`src/rtl/rc_mon_pkg.sv`:
```
// Shared types and helpers for the RC step-response monitor and related model checkers.
// Latency: none (declarations only).
// Backpressure: not applicable.
package rc_mon_pkg;

   // Default width of every cycle counter in the monitor.
   localparam int RC_MON_CNT_W = 16;

   // Measurement sequencing: arm, wait for low crossing, wait for high crossing, settle, hold.
   typedef enum logic [2:0] {
      ST_IDLE,
      ST_RISE_LO,
      ST_RISE_HI,
      ST_SETTLE,
      ST_DONE
   } rc_mon_state_t;

   // Converts a real value into a raw fixed-point integer (value = raw * 2^exponent),
   // intended for computing parameter values at elaboration time.
   function automatic longint rc_mon_to_raw(input real value, input int exponent);
      real scaled;
      scaled = value;
      if (exponent < 0) begin
         for (int i = 0; i < -exponent; i++) scaled = scaled * 2.0;
      end else begin
         for (int i = 0; i < exponent; i++) scaled = scaled / 2.0;
      end
      return longint'(scaled);
   endfunction

endpackage

```
`src/rtl/rc_mon_window.sv`:
```
// Signed window comparator: flags |value - centre| <= tol, evaluated one bit wider than the inputs.
// Latency: combinational.
// Backpressure: none.
module rc_mon_window #(
   parameter int WIDTH = 24
) (
   input  logic signed [WIDTH-1:0] value,
   input  logic signed [WIDTH-1:0] centre,
   input  logic signed [WIDTH-1:0] tol,
   output logic                    in_window
);

   logic signed [WIDTH:0] diff;
   logic        [WIDTH:0] mag;

   // Difference and magnitude at WIDTH+1 bits so no pair of WIDTH-bit inputs can overflow.
   always_comb begin
      diff      = {value[WIDTH-1], value} - {centre[WIDTH-1], centre};
      mag       = diff[WIDTH] ? $unsigned(-diff) : $unsigned(diff);
      in_window = (mag <= {1'b0, $unsigned(tol)});
   end

endmodule

```
`src/rtl/rc_step_monitor.sv`:
```
// Applies a step to an analog model and measures rise time, settling time and (RC_MON_PEAK_EN) peak.
// Latency: results and done register on the edge that takes the completing (or final timeout) sample.
// Backpressure: none; start is ignored while busy, results hold until the next accepted start.
module rc_step_monitor
   import rc_mon_pkg::*;
#(
   parameter int WIDTH         = 24,
   parameter int EXPONENT      = -16,
   parameter int STEP_LEVEL    = 65536,
   parameter int V_LO          = 6554,
   parameter int V_HI          = 58982,
   parameter int V_TOL         = 655,
   parameter int SETTLE_CYCLES = 8,
   parameter int MAX_CYCLES    = 4096,
   parameter int CNT_W         = RC_MON_CNT_W
) (
   input  logic                    clk,
   input  logic                    rst_n,
   input  logic                    start,
   input  logic signed [WIDTH-1:0] v_in,
   output logic signed [WIDTH-1:0] v_drive,
   output logic                    busy,
   output logic                    done,
   output logic                    timeout,
   output logic        [CNT_W-1:0] rise_cycles,
   output logic        [CNT_W-1:0] settle_cycles,
   output logic signed [WIDTH-1:0] peak
);

   // Reject builds whose counters cannot reach the timeout or whose format cannot hold 1.0.
   if (MAX_CYCLES >= (1 << CNT_W) || -EXPONENT >= WIDTH - 1) begin : g_cfg_check
      $error("rc_step_monitor: MAX_CYCLES must fit CNT_W and 1.0 must be representable");
   end

   localparam logic signed [WIDTH-1:0] STEP_R   = WIDTH'(STEP_LEVEL);
   localparam logic signed [WIDTH-1:0] LO_TH    = WIDTH'(V_LO);
   localparam logic signed [WIDTH-1:0] HI_TH    = WIDTH'(V_HI);
   localparam logic signed [WIDTH-1:0] TOL_R    = WIDTH'(V_TOL);
   localparam logic        [CNT_W-1:0] LAST_C   = CNT_W'(MAX_CYCLES - 1);
   localparam logic        [CNT_W-1:0] RUN_DONE = CNT_W'(SETTLE_CYCLES);

   rc_mon_state_t    state, state_next;
   logic [CNT_W-1:0] c, c_lo, run, run_next;
   logic             in_win, lo_hit, hi_hit, measuring, accept, settled, expire;

   rc_mon_window #(.WIDTH(WIDTH)) u_window (
      .value     (v_in),
      .centre    (STEP_R),
      .tol       (TOL_R),
      .in_window (in_win)
   );

   assign measuring = (state == ST_RISE_LO) || (state == ST_RISE_HI) || (state == ST_SETTLE);
   assign accept    = start && !measuring;
   assign lo_hit    = (v_in >= LO_TH);
   assign hi_hit    = (v_in >= HI_TH);
   assign run_next  = in_win ? run + CNT_W'(1) : '0;
   assign settled   = (state == ST_SETTLE) && in_win && (run_next == RUN_DONE);
   // Completion on the last allowed sample takes priority over the timeout.
   assign expire    = measuring && (c == LAST_C) && !settled;
   assign busy      = measuring;
   assign done      = (state == ST_DONE);

   // State register.
   always_ff @(posedge clk or negedge rst_n) begin
      if (!rst_n) state <= ST_IDLE;
      else        state <= state_next;
   end

   // Next-state: step through the crossings, then force DONE if the sample budget runs out.
   always_comb begin
      state_next = state;
      case (state)
         ST_IDLE, ST_DONE: if (start) state_next = ST_RISE_LO;
         ST_RISE_LO: begin
            if (lo_hit && hi_hit) state_next = ST_SETTLE;
            else if (lo_hit)      state_next = ST_RISE_HI;
         end
         ST_RISE_HI: if (hi_hit)  state_next = ST_SETTLE;
         ST_SETTLE:  if (settled) state_next = ST_DONE;
         default:                 state_next = ST_IDLE;
      endcase
      if (expire) state_next = ST_DONE;
   end

   // Sample counter, crossing and settling measurements, step drive.
   always_ff @(posedge clk or negedge rst_n) begin
      if (!rst_n) begin
         v_drive       <= '0;
         c             <= '0;
         c_lo          <= '0;
         run           <= '0;
         rise_cycles   <= '0;
         settle_cycles <= '0;
         timeout       <= 1'b0;
      end else if (accept) begin
         v_drive       <= STEP_R;
         c             <= '0;
         c_lo          <= '0;
         run           <= '0;
         rise_cycles   <= '0;
         settle_cycles <= '0;
         timeout       <= 1'b0;
      end else if (measuring) begin
         c <= c + CNT_W'(1);
         // A sample crossing both thresholds leaves rise_cycles at its cleared 0.
         if (state == ST_RISE_LO && lo_hit) c_lo <= c;
         if (state == ST_RISE_HI && hi_hit) rise_cycles <= c - c_lo;
         if (state == ST_SETTLE) begin
            run <= run_next;
            if (in_win && run == '0) settle_cycles <= c;
         end
         // On timeout only a run still alive after this sample keeps its start index.
         if (expire) begin
            timeout <= 1'b1;
            if (!(state == ST_SETTLE && in_win)) settle_cycles <= '0;
         end
      end
   end

`ifdef RC_MON_PEAK_EN
   // Running signed maximum; sample 0 seeds it so an all-negative response still reports its true peak.
   always_ff @(posedge clk or negedge rst_n) begin
      if (!rst_n)                                       peak <= '0;
      else if (accept)                                  peak <= '0;
      else if (measuring && (c == '0 || v_in > peak))   peak <= v_in;
   end
`else
   assign peak = '0;
`endif

endmodule

```
`config.mk`:
```
export PLATFORM = sky130hd
export DESIGN_NAME = rc_step_monitor
export DESIGN_NICKNAME = d
export VERILOG_FILES = /design/src/rtl/rc_mon_pkg.sv /design/src/rtl/rc_mon_window.sv /design/src/rtl/rc_step_monitor.sv
export SDC_FILE = /design/constraint.sdc
export NUM_CORES = 1
export LEC_CHECK = 0
export BUFFER_PORTS_ARGS = -buffer_cell sky130_fd_sc_hd__buf_4
export CORE_UTILIZATION = 57
export DETAILED_ROUTE_END_ITERATION = 6
export MAX_ROUTING_LAYER = met4
export PLACE_DENSITY = 0.92
export SLEW_MARGIN = 20
export SYNTH_ARGS = -nofsm -noshare
export SYNTH_HDL_FRONTEND = slang
export SYNTH_SLANG_ARGS = --single-unit
```
`constraint.sdc`:
```
create_clock -name clk -period 3.41 [get_ports clk]
set_clock_uncertainty 0.2 [all_clocks]
set_input_delay 0.1705 -clock clk [delete_from_list [all_inputs] [get_ports clk]]
set_output_delay 0.1705 -clock clk [all_outputs]
set_load 0.01 [all_outputs]
```
# == Yosys cells after proc, flatten, opt, wreduce, memory -nomap -nowiden ==
# Cells that the tools add are included.
# totals
wordCells,81
in_bits,27
ff_bits,85
# classes
order_cmp,3
reduce_logical,26
n_eq_ne,10
addsub,5
n_mux,29
# ops
op,count
16-bit 2-to-1 mux,18
16-bit by 1-bit adder with 16-bit output (second input constant),2
25-bit by 10-bit less-or-equal comparator with 1-bit output (second input constant),1
25-bit 2-to-1 mux,1
25-bit negation,1
24-bit by 18-bit subtractor with 25-bit output (second input constant),1
24-bit by 14-bit >= comparator with 1-bit output (second input constant),1
24-bit by 17-bit >= comparator with 1-bit output (second input constant),1
3-bit 2-to-1 mux,6
16-bit by 12-bit equality test with 1-bit output (second input constant),1
16-bit by 4-bit equality test with 1-bit output (second input constant),1
16-bit logical NOT,1
16-bit subtractor,1
3-bit case mux with 4 select lines,1
2-bit nonzero test,5
1-bit logical AND,9
3-bit inequality test (second input constant),3
2-bit AND reduction,4
3-bit by 2-bit equality test with 1-bit output (second input constant),2
4-bit by 3-bit inequality test with 1-bit output (second input constant),1
4-bit AND reduction,1
3-bit by 1-bit equality test with 1-bit output (second input constant),1
3-bit equality test (second input constant),1
3-bit logical NOT,1
4 further kinds,8

# == Longest topological paths before layout ==
# Gate-level depths: netlist of run 1.
# logic_depth
depth_word,12
depth_mapped,14

# == By module ==
# From an unflattened synthesis of run 1, not the netlist that was laid out.
# unflattened
hier_cells,976
hier_area_um2,7858.8
# by_module_without_submodules
mod,area_each_um2,n_inst,seq_area_each_um2,cells_per_inst
rc_step_monitor,5226.3,1,2127.0,598
rc_mon_window,2632.5,1,0.0,378

# == Worst setup path before layout of run 1 ==
# No wires, ideal clock.
# synth_path
kind,input port to flip-flop
from,in v_in[16]
to,reg settle_cycles[12]
path_buffers,3
path_slack_ns,0.030
setup_time_ns,0.086
arrival_time_ns,3.095
path_stages,13
cell_sequence,clkbuf_1 inv_1 ha_1 or4b_2 nor3_2 o221ai_1 nor3_1 a221oi_1 or4_4 or3_1 buf_6 buf_12 o221ai_2
# synth_between
elab_chain_len,12
# synth_lines
item,line,rtl
start: declaration,rc_step_monitor.sv:20,"input logic signed [WIDTH-1:0] v_in,"
24-bit by 18-bit subtractor with 25-bit output *,rc_mon_window.sv:18,"diff = {value[WIDTH-1], value} - {centre[WIDTH-1], centre};"
25-bit negation,rc_mon_window.sv:19,mag = diff[WIDTH] ? $unsigned(-diff) : $unsigned(diff);
25-bit 2-to-1 mux *,rc_mon_window.sv:19,
25-bit by 10-bit less-or-equal comparator with 1-bit output *,rc_mon_window.sv:20,"in_window = (mag <= {1'b0, $unsigned(tol)});"
16-bit 2-to-1 mux,rc_step_monitor.sv:57,assign run_next = in_win ? run + CNT_W'(1) : '0;
16-bit by 4-bit equality test with 1-bit output,rc_step_monitor.sv:58,assign settled = (state == ST_SETTLE) && in_win && (run_next == RUN_DONE);
1-bit logical AND,rc_step_monitor.sv:58,
1-bit logical NOT,rc_step_monitor.sv:60,assign expire = measuring && (c == LAST_C) && !settled;
1-bit logical AND,rc_step_monitor.sv:60,
16-bit 2-to-1 mux *,rc_step_monitor.sv:114,if (expire) begin
16-bit 2-to-1 mux *,rc_step_monitor.sv:104,end else if (measuring) begin
16-bit 2-to-1 mux *,rc_step_monitor.sv:96,end else if (accept) begin
end signal: assignment,rc_step_monitor.sv:94,settle_cycles <= '0;
end signal: assignment,rc_step_monitor.sv:102,settle_cycles <= '0;
end signal: assignment,rc_step_monitor.sv:116,if (!(state == ST_SETTLE && in_win)) settle_cycles <= '0;
end: declaration,rc_step_monitor.sv:26,"output logic [CNT_W-1:0] settle_cycles,"
# Mark *: on every way between the ends. The rest lies on a longest branch, timed or not. The select of a mux whose other input is x is not followed.
# A chain may end at the register's enable or synchronous reset.

# == Worst setup path in the final report of run 1 ==
# layout_path
from,in v_in[17]
to,reg settle_cycles[0]
# Same word-level chain as after synthesis.

==> results.yml, run 1 <==
power:
  p_per_area_nw_per_um2: 517.6
  leakagePower_nw: 3.197
  ir_drop_mv: 0.2455
worst_setup_path:
  cp.required_ns: 3.49
  reg2reg_to: "settle_cycles[0]"
  crit_end: "settle_cycles[0]"
  rrSetupSlack_ns: 0.37
  critPathKind: "input pin to register"
  r2r_cells: 8
  critPathLaunchType: "input pin"
  end_kind: "register"
  crit_path_max_incr_delay_ns: 0.64
  worstPathCellList: "buf_4 > inv_1 > ha_1 > or4b_2 > nor3_2 > o221ai_1 > nor3_1 > a221oi_1 > or4_4 > or3_1 > buf_12 > o221ai_1"
  worstPathArrival_ns: 3.27
  crit_top_cell: "o221ai_1"
  crit_start: "v_in[17]"
  cp_max_fo: 16
  cp_slowest_cell: "or4b_2"
  r2r_start: "c[7]"
die:
  chipWidth_um: 105.8
  initial_utilization_pct: 59.27
  dieArea_um2: 11200
  coreArea_um2: 10370
  rows: 37
  io_pins: 110
  die_y_um: 105.8
global_routing:
  grt_max_degree: 86
  grt_first_pass_wirelength_um: 22810
  grt_antenna_before_repair: 0
  grt_overflow: 0
  first_global_vias: 4851
  track_usage_pct: 25.96
clock_tree:
  cts.htree.levels: 3
  cts_buffers: 9
  clock_latency_ns: 0.37
  cts_tree: "built"
  cts-root-buf: "clkbuf_8"
  clk_path_buf_depth: 2
  cts_setup_buffers: 0
  clk_pin_slew_ns: 0.10
  clock_sinks: 85
timing:
  drv_slew: 0
  finalCriticalPeriod_ns: 3.189
  max_slew_margin_pct: 49.01
  fmax_mhz: 313.6
  period_share_pct: 93.51
  timing.final.ws_setup_ns: 0.2212
  setup_viol: 0
  rsz0062_at_grt: "no"
  holdWs_ns: 0.09888
  worst_pin_slew_ns: 0.7649
  hold_viol: 0
logic_synthesis:
  synth_area_leaders: "dfrtp_1 (35%), buf_4 (5.7%), ha_1 (4.5%), o21ai_0 (4.3%), mux2i_1 (3.9%)"
  async_flop_share_pct: 100.0
  ys_types: 71
  netlist.top_cell.by_area: "dfrtp_1"
  yosysMostFrequentCell: "dfrtp_1"
  synth.avg_cell_area_um2: 8.644
  synth_top_area_share_pct: 34.61
  yosys_most_used_dff: "dfrtp_1"
  yosysSeqAreaShare_pct: 34.61
  synth_seq_cells: 85
  synth_edf_count: 0
  yosys-top-cells-count: "dfrtp_1 (85), inv_1 (59), o21ai_0 (53)"
  ys_warn_count: 0
  synthesis.area_um2: 6146
  syn_inst: 711
finish:
  nets: 830
  diodes: 0
  layout-drive-gt1-share_pct: 17.45
  stdcell_area_um2: 6897
  num-fill-cells: 812
  final_util_pct: 66.51
  layout-area-overhead-vs-synth_pct: 12.21
  fin_cells: 921
drt:
  totalWireLength_um: 13770
  via_count: 5329
  drt-initial-drc-count: 314
  drc: 0
  wl_per_cell_um: 14.95
  ant_nets: 0
  vias_per_cell: 5.786
  first_pass_iters: 5
placement:
  place_congestion: 0.9053
  place_ws_ns: -0.1377
  dp_hpwl_um: 10090
  placed_area_um2: 6673
  placed_cells: 903
  port_buffers: 62
worst_hold_path:
  worst_hold_path_type: "input pin to register"
run:
  maxCapViolCount: 0
status:
  status: "completed"
==> power breakdown <==
group / internal (mW) / leakage (nW) / switching (mW)
Clock: 0.291 / 0.103 / 0.426
Sequential: 1.20 / 1.12 / 0.188
Combinational: 0.674 / 1.97 / 0.785
==> per-stage QoR <==
stage | TNS [ns] | power, mW
CTS | 0 | 3.577
global placement | -0.1093 | 2.763
floorplan | 0 | 2.370
global route | 0 | 3.809
detailed placement | -1.533 | 2.836
finish | 0 | 3.569
==> placed cells by master (no fill, tap or decap), types with 4 or more instances in the layout <==
cell type  instances
buf_4             86
dfrtp_1           85
inv_1             59
o21ai_0           53
nor2_1            48
nand2_1           48
conb_1            47
nand3_1           38
mux2i_1           24
nor3_1            23
ha_1              22
a21o_1            18
a21oi_1           16
xor2_1            13
xnor2_1           13
nor3b_1           11
o221ai_2          10
nor4_1             9
nand2b_1           9
clkbuf_8           9
and3_1             7
nor2b_1            7
o221ai_1           7
or4_1              6
a31oi_1            6
o21a_1             6
a211oi_1           6
or2_2              5
or3_1              5
o31ai_1            5
o22ai_1            5
and2_1             4
nand4_1            4
o211ai_1           4
or4_4              4
nor4b_1            4
==> worst min-delay path by stage <==
stage                  start  depth (start not counted)  slack, ns       end
floorplan              rst_n                          0      -0.33      c[0]
global placement       start                          2       0.21      c[1]
detailed placement     rst_n                          1       0.22    run[5]
CTS                 v_in[23]                          4       0.09  state[0]
global route        v_in[23]                          4       0.09  state[0]
finish              v_in[23]                          4        0.1  state[0]
==> cell families after synthesis <==
group | after synthesis | share of synthesized area (%)
xor gates and xnor gates | 26 | 3.705
adders and majority gates | 23 | 4.805
other | 1 | 0.06102
and+or+nand+nor | 250 | 22.03
DFF | 85 | 34.61
AOI/OAI and AO/OA | 161 | 18.63
buffers and inverters | 138 | 11.71
muxes | 27 | 4.458
==> per-layer routing <==
metal | GRT usage (%) | share of wire (%)
met4 | 7.242 | 1.3
met3 | 5.071 | 6.7
met1 | 34.38 | 44
met2 | 40.76 | 48
met5 | - | 0
==> final cells by class <==
type / count / area [um^2] / share of cell area, %
inverters: 60 / 225.2 / 3.266
flip-flops and latches: 85 / 2127 / 30.84
repair buffers: 90 / 696.9 / 10.11
multi-input cells: 534 / 3477 / 50.42
clock buffers: 9 / 123.9 / 1.796
well taps: 136 / 170.2 / 2.467
clock inverters: 7 / 76.32 / 1.107
==> critical path, delay by kind of cell <==
kind | cells | cell delay, ns
simple gates | 5 | 2.05
compound gates | 3 | 0.44
buf+inv | 3 | 0.36
fa+ha+maj | 1 | 0.24
==> flip-flops by register name, indices dropped and copies added (netlist names) <==
register and cells:
timeout 1, c 16, settle_cycles 16, v_drive 1, rise_cycles 16, run 16
state 3, c_lo 16
==> repair_timing <==
item,CTS,global route
hold buffers,2,0
resized for setup,0,0
endpoints found under the hold margin,87,0
(Power assumes the default switching activity.)
==> run 2: changes to the inputs <==
--- a/config.mk
+++ b/config.mk
@@ -6,7 +6,10 @@
 export NUM_CORES = 1
 export LEC_CHECK = 0
 export BUFFER_PORTS_ARGS = -buffer_cell sky130_fd_sc_hd__buf_4
-export CORE_UTILIZATION = 57
+export CELL_PAD_IN_SITES_DETAIL_PLACEMENT = 2
+export CELL_PAD_IN_SITES_GLOBAL_PLACEMENT = 2
+export CORE_UTILIZATION = 34
+export CTS_CLUSTER_DIAMETER = 200
 export DETAILED_ROUTE_END_ITERATION = 6
 export MAX_ROUTING_LAYER = met4
 export PLACE_DENSITY = 0.92
==> run 2 against run 1 <==
  * Design area is 4.9% higher
  * Critical path depth did not move
  * Die area is 66% higher
  * Utilization shrank 25 points
  * Sequential power barely moved
  * Final cell count is 11% higher
  * Routed wire length increased by 54%
  * First-iteration DRC count is 29% lower
  * Combinational power grew 11%
  * Count of clock-buffer cells in the layout increased by 2
  * Total power up 15%
  * Non-clock buffer count grew 13
  * Critical path type unchanged
==> results.yml, run 2 (synthesis gave the netlist of run 1 again) <==
global_routing:
  track_usage_pct: 24.72
  grt_max_degree: 66
  grt_overflow: 0
  grt_antenna_before_repair: 0
  first_global_vias: 6327
  grt_first_pass_wirelength_um: 34510
finish:
  diodes: 0
  layout_common_cells: "buf_4 (99), dfrtp_1 (85), inv_1 (59)"
  layout-drive-gt1-share_pct: 18.57
  final_common_cell: "buf_4"
  final_util_pct: 41.41
  stdcell_area_um2: 7237
  num-fill-cells: 1930
  nets: 843
  layout-area-overhead-vs-synth_pct: 17.75
clock_tree:
  clk_pin_slew_ns: 0.07
  cts_setup_buffers: 0
  clock_latency_ns: 0.36
  cts-root-buf: "clkbuf_16"
  clk_path_buf_depth: 2
  cts_tree: "built"
  cts.htree.levels: 3
  clock_sinks: 85
  cts_buffers: 9
worst_setup_path:
  cp_max_fo: 16
  worstPathArrival_ns: 3.35
  crit_top_cell: "or4_4"
  end_kind: "register"
  critPathKind: "input pin to register"
  worstPathCellList: "buf_4 > inv_1 > ha_1 > or4b_1 > or4_4 > o21a_1 > o22ai_2 > nand4b_1 > or4_4 > or3_1 > buf_12 > o221ai_1"
  cp.required_ns: 3.47
  critPathLaunchType: "input pin"
  cp_top_family: "simple AND/OR/NAND/NOR gates"
  worst-path-buf-inv: 3
  crit_path_max_incr_delay_ns: 0.52
  cp_slowest_cell: "or4_4"
timing:
  fmax_mhz: 304.1
  drv_slew: 0
  rsz0062_at_grt: "no"
  hold_viol: 0
  worst_pin_slew_ns: 0.9305
  max_slew_margin_pct: 37.96
  timing.final.ws_setup_ns: 0.1219
  finalCriticalPeriod_ns: 3.288
  setup_viol: 0
  finalSetupTns_ns: 0
  period_share_pct: 96.42
die:
  chipWidth_um: 136.4
  dieArea_um2: 18620
  io_pins: 110
  die_y_um: 136.4
  initial_utilization_pct: 35.17
  rows: 48
  coreArea_um2: 17480
drt:
  vias_per_cell: 5.566
  wl_per_cell_um: 20.80
  drc: 0
  totalWireLength_um: 21260
  via_count: 5688
  ant_nets: 0
  first_pass_iters: 5
  drt-initial-drc-count: 224
power:
  finalPower_mw: 4.096
  p_seq_share_pct: 34.2
  switching_share_pct: 37.94
  leakagePower_nw: 3.318
  clock_power_share_pct: 26.3
  p_per_area_nw_per_um2: 565.9
  p_int_mw: 2.542
  pwr-share-comb_pct: 39.5
  ir_drop_mv: 0.2557
  p_sw_mw: 1.554
run:
  maxCapViolCount: 0
placement:
  dp_hpwl_um: 15090
  place_congestion: 0.8374
  placed_area_um2: 6894
  place_ws_ns: -0.2479
  port_buffers: 62
worst_hold_path:
  worst_hold_path_type: "input pin to register"
status:
  status: "completed"
## run 2: per-stage QoR
stage	hold WS, ns	cells
final	0.2017	1022
after floorplan	-0.3251	757
after global placement	0.1566	1005
after detailed placement	0.1723	1005
after global routing	0.2357	1022
after CTS	0.1927	1022
## run 2: final cells by class
type	count	area (um^2)	area share, %
Multi-Input combinational cell	534	3493	48.27
Clock inverter	4	73.82	1.020
Sequential cell	85	2127	29.39
Tap cell	225	281.5	3.890
Inverter	60	225.2	3.112
Clock buffer	11	232.7	3.216
Timing Repair Buffer	103	803.3	11.10
## run 2: what timing repair did
action                     in CTS  in global routing
setup endpoints to repair       0                  5
hold endpoints to repair       64                  0
resized for setup               0                  3
hold buffers                    2                  0
## run 2: power by group through the flow
stage | Clock [mW] | Sequential (mW) | Combinational, mW
2_1_floorplan | 0 | 1.42 | 0.953
3_3_place_gp | 0 | 1.40 | 1.43
3_5_place_dp | 0 | 1.42 | 1.57
4_1_cts | 1.09 | 1.40 | 1.62
5_1_grt | 1.12 | 1.43 | 1.77
6_report | 1.08 | 1.40 | 1.62
## run 2: routing by layer
metal,share of wire [%],global-route usage (%)
met1,42,28.12
met2,53,43.46
met3,3.1,3.132
met4,2.5,10.37
met5,0,-
## run 2: tightest hold or removal path: stages
cell	delay, ns
buf_4	0.15
nand2b_1	0.12
a41o_1	0.18
a211oi_1	0.10
## run 2: final timing paths
kind	from	end	slack, ns	depth (start not counted)
setup / recovery	v_in[0]	settle_cycles[1]	0.12	12
hold / removal	v_in[23]	state[1]	0.20	4
setup reg to reg	run[1]	state[0]	0.20	10
hold reg to reg	v_drive[16]	v_drive[16]	0.29	1
max in group asynchronous	rst_n	c_lo[3]	1.97	3
min in group asynchronous	rst_n	settle_cycles[8]	0.29	2
